## config.mk

```make
export PLATFORM = sky130hd
export DESIGN_NAME = axis_ramp_source
export DESIGN_NICKNAME = d
export VERILOG_FILES = /design/src/rtl/axis_ramp_source.sv
export SDC_FILE = /design/constraint.sdc
export NUM_CORES = 1
export LEC_CHECK = 0
export ABC_AREA = 1
export CAP_MARGIN = 0
export CORE_UTILIZATION = 42
export DETAILED_ROUTE_END_ITERATION = 8
export PLACE_DENSITY = 0.78
export SLEW_MARGIN = 20
export SYNTH_ARGS = -nofsm -noshare
export SYNTH_HDL_FRONTEND = slang
export SYNTH_SLANG_ARGS = --single-unit
```

## constraint.sdc

```tcl
create_clock -name clock -period 3.6 [get_ports clock]
set_clock_uncertainty 0.1 [all_clocks]
set_input_delay 0.72 -clock clock [delete_from_list [all_inputs] [get_ports clock]]
set_output_delay 0.72 -clock clock [all_outputs]
set_load 0.05 [all_outputs]
```

## src/rtl/axis_ramp_source.sv

```systemverilog
// axis_ramp_source
//
// Register-programmed AXI-Stream source. Software loads a start sample, a
// per-transfer step and a sample count; the block then emits an arithmetic
// ramp (sample, sample+step, ...) on its AXIS master port. A count of
// all-ones runs continuously, and writing a count of zero stops the stream.
//
// Handshake: a beat moves on a rising clock edge where m_tvalid && m_tready.
// m_tvalid, m_tdata and m_tlast come straight from registers. While m_tvalid
// is high they stay stable until that beat moves. The one exception is a zero
// count write (abort), which drops m_tvalid without a transfer.
//
// Ports
//   clock, reset             : clock and synchronous active-high reset
//   m_tdata/m_tvalid/m_tlast : AXIS master outputs
//   m_tready                 : AXIS master ready input
//   count_dout/din/dset      : remaining-sample register (all-ones = continuous)
//   sample_dout/din/dset     : next sample to emit
//   step_dout/din/dset       : increment added after each transfer
module axis_ramp_source #(
  parameter int DATA_WIDTH    = 16,
  parameter int COUNTER_WIDTH = 32
) (
  input  logic                     clock,
  input  logic                     reset,
  output logic [DATA_WIDTH-1:0]    m_tdata,
  output logic                     m_tvalid,
  input  logic                     m_tready,
  output logic                     m_tlast,
  output logic [COUNTER_WIDTH-1:0] count_dout,
  input  logic [COUNTER_WIDTH-1:0] count_din,
  input  logic                     count_dset,
  output logic [DATA_WIDTH-1:0]    sample_dout,
  input  logic [DATA_WIDTH-1:0]    sample_din,
  input  logic                     sample_dset,
  output logic [DATA_WIDTH-1:0]    step_dout,
  input  logic [DATA_WIDTH-1:0]    step_din,
  input  logic                     step_dset
);

  // The operating state is fully encoded by the count register; this decoded
  // view exists so checkers can bind to a named state.
  typedef enum logic [1:0] {
    ST_IDLE  = 2'd0,
    ST_BURST = 2'd1,
    ST_CONT  = 2'd2
  } state_e;

  localparam logic [COUNTER_WIDTH-1:0] CNT_CONT = '1;
  localparam logic [COUNTER_WIDTH-1:0] CNT_ONE  = COUNTER_WIDTH'(1);

  logic [COUNTER_WIDTH-1:0] count_q,  count_d;
  logic [DATA_WIDTH-1:0]    sample_q, sample_d;
  logic [DATA_WIDTH-1:0]    step_q,   step_d;

  state_e state;
  logic   idle;
  logic   xfer;

  always_comb begin
    if (count_q == '0)          state = ST_IDLE;
    else if (count_q == CNT_CONT) state = ST_CONT;
    else                        state = ST_BURST;
  end

  assign idle = (state == ST_IDLE);
  assign xfer = !idle && m_tready;

  always_comb begin
    count_d  = count_q;
    sample_d = sample_q;
    step_d   = step_q;

    // Abort wins over everything, including a transfer in the same cycle;
    // that transfer still completes, so the sample below still advances.
    if (count_dset && count_din == '0) begin
      count_d = '0;
    end else if (count_dset && idle) begin
      count_d = count_din;
    end else if (xfer && state == ST_BURST) begin
      count_d = count_q - CNT_ONE;
    end

    // Busy-time writes are dropped so the presented beat never changes
    // underneath a stalled consumer.
    if (sample_dset && idle) begin
      sample_d = sample_din;
    end else if (xfer) begin
      sample_d = sample_q + step_q;
    end

    if (step_dset && idle) begin
      step_d = step_din;
    end
  end

  always_ff @(posedge clock) begin
    if (reset) begin
      count_q  <= '0;
      sample_q <= '0;
      step_q   <= '0;
    end else begin
      count_q  <= count_d;
      sample_q <= sample_d;
      step_q   <= step_d;
    end
  end

  assign count_dout  = count_q;
  assign sample_dout = sample_q;
  assign step_dout   = step_q;
  assign m_tdata     = sample_q;
  assign m_tvalid    = !idle;
  // Never asserted in continuous mode since all-ones is not one.
  assign m_tlast     = (count_q == CNT_ONE);

endmodule
```

=== After elaboration in Yosys (flattened, before gate mapping) ===
Cells that the tools add are included.

* Reduce and logical (&&, ||, !) cells: 13
* Eq/ne operators: 3
* Add/subtract/negate cells: 2
* Muxes and demuxes: 6

{| class="wikitable"
|+ Operator list
! operator !! count
|-
| $logic_not A32 Y1 || 2
|-
| $mux W32 || 2
|-
| $eq A32 B1 Y1 const B || 1
|-
| $eq A32 B32 Y1 const B || 1
|-
| $mux W16 || 2
|-
| $sub A32 B1 Y32 const B || 1
|-
| $add A16 B16 Y16 || 1
|-
| $logic_and A1 B1 Y1 || 6
|-
| $mux W2 || 2
|-
| $reduce_bool A2 Y1 || 2
|-
| $eq A2 B1 Y1 const B || 1
|-
| $logic_not A2 Y1 || 1
|-
| $reduce_or A2 Y1 || 1
|-
| $logic_not A1 Y1 || 1
|}

* Input port bits: 70
* Output and inout port bits: 82
* Register bits after elaboration: 64

=== Depth between registers and ports, before layout ===
* Depth in word-level cells: 9
* Mapped depth: 14
* Gate-level depth less buffers: 13

=== Worst setup path after synthesis ===
Ideal clock, no wire load.

* Path kind: register to output
* From: register count_q[0] (netlist: count_dout[0])
* To: output port m_tvalid
* Path slack: 1.028 ns
* Cell stages (with the launch flop): 7
* Buffers on the path: 1
* Arrival time: 1.752 ns
* Path through: dfxtp_1 > inv_1 > ha_1 > inv_1 > nor2_1 > nand2_1 > buf_2

* Word-level cells in the longest chain between the ends: 5
* Elaborated cells on any way between the ends: 6
* Classes of those cells: eq/ne: 1; mux: 2; reduce/logical: 3

{| class="wikitable"
|+ Ends and longest elaborated chain
! item !! line !! text
|-
| start, declared || 52 || <nowiki>logic [COUNTER_WIDTH-1:0] count_q, count_d;</nowiki>
|-
| start signal, assigned || 103 || <nowiki>count_q <= count_d;</nowiki>
|-
| $eq A32 B32 Y1 || 62 || <nowiki>else if (count_q == CNT_CONT) state = ST_CONT;</nowiki>
|-
| $mux W2 || 62 ||
|-
| $mux W2 (*) || 61 || <nowiki>if (count_q == '0) state = ST_IDLE;</nowiki>
|-
| $logic_not A2 Y1 (*) || 66 || <nowiki>assign idle = (state == ST_IDLE);</nowiki>
|-
| $logic_not A1 Y1 (*) || 113 || <nowiki>assign m_tvalid = !idle;</nowiki>
|-
| end, declared || 27 || <nowiki>output logic m_tvalid,</nowiki>
|}

Mark *: on every way between the ends. The rest lies on a longest branch, timed or not.

=== Final worst setup path ===
* From: register count_q[18] (netlist: count_dout[18])
* To: output port m_tlast

* Word-level cells in the longest chain between the ends: 1

{| class="wikitable"
|+ Ends and longest elaborated chain
! item !! line !! text
|-
| $eq A32 B1 Y1 || 115 || <nowiki>assign m_tlast = (count_q == CNT_ONE);</nowiki>
|-
| end, declared || 29 || <nowiki>output logic m_tlast,</nowiki>
|}

Every way passes these cells.

==> impl_metrics.env <==
export IMPL_status="finished, final reports clean"
export IMPL_wl_mm=16.9
export IMPL_layout_area_overhead_vs_synth_pct=35.6
export IMPL_start_util=0.432
export IMPL_clk_latency_ns=0.35
export IMPL_fmax_mhz=299
export IMPL_drt_iter0_markers=377
export IMPL_die_y_um=113
export IMPL_drtAntennaViolNets=0
export IMPL_relSlewSlack=0.612
export IMPL_min_path_cells=2
export IMPL_synth_seq_cells=64
export IMPL_cp_arrival_ns=2.52
export IMPL_cts_path_max_buffers=2
export IMPL_drc=0
export IMPL_yosysTopAreaCell="dfxtp_1"
export IMPL_grt_max_degree=43
export IMPL_r2r_start="count_dout[0]"
export IMPL_clk_pin_slew_ns=0.05
export IMPL_clk_root_buffer_cell="clkbuf_16"
export IMPL_die_width_um=113
export IMPL_clock_sinks=64
export IMPL_r2r_end="count_dout[4]"
export IMPL_hp_class="reg -> reg"
export IMPL_crit_path_end_kind="primary output"
export IMPL_netlist_top_cells_area="dfxtp_1, nand2_1, nor2_1"
export IMPL_synthesis_nets=979
export IMPL_coreArea_sq_mm=0.0120
export IMPL_synth_edf_count=0
export IMPL_cap_viol_max_count=0
export IMPL_routedWlPerCell_um=14.4
export IMPL_hold_end="m_tdata[14]"
export IMPL_ys_async_sr_fraction=0
export IMPL_grt_total_usage=0.275
export IMPL_worstPathRequired_ns=2.78
export IMPL_grt_pass1_vias=5453
export IMPL_final_nets=1110
export IMPL_ctsHtreeMaxLevel=3
export IMPL_cts_made_buffers=9
export IMPL_grt_setup_unrepaired="no"
export IMPL_crit_path_max_fanout=6
export IMPL_avgSynthCellArea_sq_um=5.84
export IMPL_crit_type="reg -> out"
export IMPL_setup_viol=0
export IMPL_hold_violations=0
export IMPL_cts_tree="yes"
export IMPL_gp_congestion=0.926
export IMPL_top_layer_used="met4"
export IMPL_netlist_area_sq_mm=0.00519
export IMPL_slew_violations=0
export IMPL_ctsHoldBuffers=0
export IMPL_std_cell_rows=40
export IMPL_reg2reg_depth=12
export IMPL_worstMarginPinSlew_ns=0.580
export IMPL_fin_crit_ns=3.34
export IMPL_met2RoutedLength_mm=7.85
export IMPL_overflow=0
export IMPL_seq_area_frac_synth=0.247
export IMPL_start_kind="flop"
export IMPL_layout_drive_gt1_share=0.0517
export IMPL_cts_resized=0
export IMPL_fin_tns_setup_ns=0
export IMPL_port_buffers=151
export IMPL_vias=5934
export IMPL_n_antenna_cell=0
export IMPL_io_pins=152
export IMPL_yosysUniqueCellTypes=33
export IMPL_nFillCells=1193
export IMPL_dr_pass1_iters=5
export IMPL_yosysWarningCount=0
export IMPL_reg2reg_setup_slack_ns=1.19
export IMPL_cts_setup_buffers=0
export IMPL_grt_pass1_wl_mm=27.5
export IMPL_routedLengthMet1_mm=7.18
export IMPL_viasPerCell=5.06
export IMPL_synth_ff_type="dfxtp_1"
export IMPL_wl_met3_mm=1.54
export IMPL_postSynthCellCount=889
export IMPL_netlist_area_leader_share=0.247
export IMPL_die_area_sq_mm=0.0128
export IMPL_min_period_over_period=0.929
export IMPL_hpwl_mm=13.0
export IMPL_min_from="m_tdata[14]"
export IMPL_antenna_found_initial=0
## how the worst max path moves through the flow
stage,from,to,slack (ns),depth (start not counted)
after floorplan,count_dout[0],m_tvalid,1.03,6
after CTS,count_dout[18],m_tlast,0.24,7
after global placement,count_dout[18],m_tlast,0.65,7
after detailed placement,count_dout[18],m_tlast,0.62,7
final,count_dout[18],m_tlast,0.26,7
after global routing,count_dout[18],m_tlast,0.10,7
## sequential cells by signal, summed over array words and instances, names as in the netlist
name	flops
count_dout	32
m_tdata	16
step_dout	16
## synth_stat cells (2+ instances only)
library cell	instances
inv_2	3
buf_6	2
xnor2_1	18
nand2_4	3
a21oi_1	40
nand4_1	10
clkbuf_1	6
o21ai_0	39
and2_1	5
buf_4	19
o21ai_1	12
nand2_2	6
nor2_4	5
buf_2	8
nor3_1	20
nand2_1	303
xor2_1	9
nor2_2	8
nor2_1	113
or2_2	4
inv_1	98
dfxtp_1	64
ha_1	19
nand3_1	66
## kinds of logic after synthesis
logic type / synth area share
AND/OR/NAND/NOR: 0.451
buffers and inverters: 0.119
AO/OA/AOI/OAI: 0.0878
flip-flops: 0.247
XOR/XNOR: 0.0456
adder cells (fa/ha/maj): 0.0497
## cells in the final DEF, fill, tap and decap left out, types with 5 or more instances in the layout
cell and n:
o21ai_0 39, nor3_1 20, nor2_2 8, o21ai_1 12, nand2_2 6, xnor2_1 18, clkdlybuf4s50_1 151, inv_1 98
nand3_1 66, xor2_1 9, nand2_1 303, nor2_1 113, clkbuf_16 9, a21oi_1 40, nand4_1 10, dfxtp_1 64
buf_4 5, ha_1 19, nor2_4 5, and2_1 5
## area by class of cell
class | instances | area (sq um) | share of cell area
tap | 147 | 184 | 0.0261
timing repair buffer | 156 | 1550 | 0.220
clock inverter | 7 | 120 | 0.0171
sequential | 64 | 1280 | 0.182
inverter | 103 | 388 | 0.0551
clock buffer | 9 | 225 | 0.0320
multi-input combinational | 686 | 3290 | 0.467
## through the flow
stage          hold slack (ns)  instances  area, sq um  worst slack, ns   util
2_1_floorplan            0.604        889         5190             1.03      -
3_3_place_gp             0.397       1156         6690            0.645  0.557
3_5_place_dp             0.402       1156         6690            0.622  0.557
4_1_cts                  0.412       1172         7030            0.240  0.586
5_1_grt                  0.439       1172         7030            0.101  0.586
6_report                 0.409       1172         7030            0.256  0.586
## critical path: stages (launching register included)
cell and delay [ns]:
dfxtp_1 0.36, nor2_1 0.18, nand2_1 0.12, nor2_1 0.13, nand3_1 0.09, nor2_1 0.28
and3_1 0.21, clkdlybuf4s50_1 0.81
## routing by layer
layer / vias to the layer above / track usage
met4: 0 / 0.0825
met3: 28 / 0.0819
met1: 2606 / 0.340
met2: 252 / 0.460
li1: 3048 / -
met5: - / 0
Power is not shown: default switching activity piles up to over one toggle a cycle in this logic, so the estimate is an artifact.
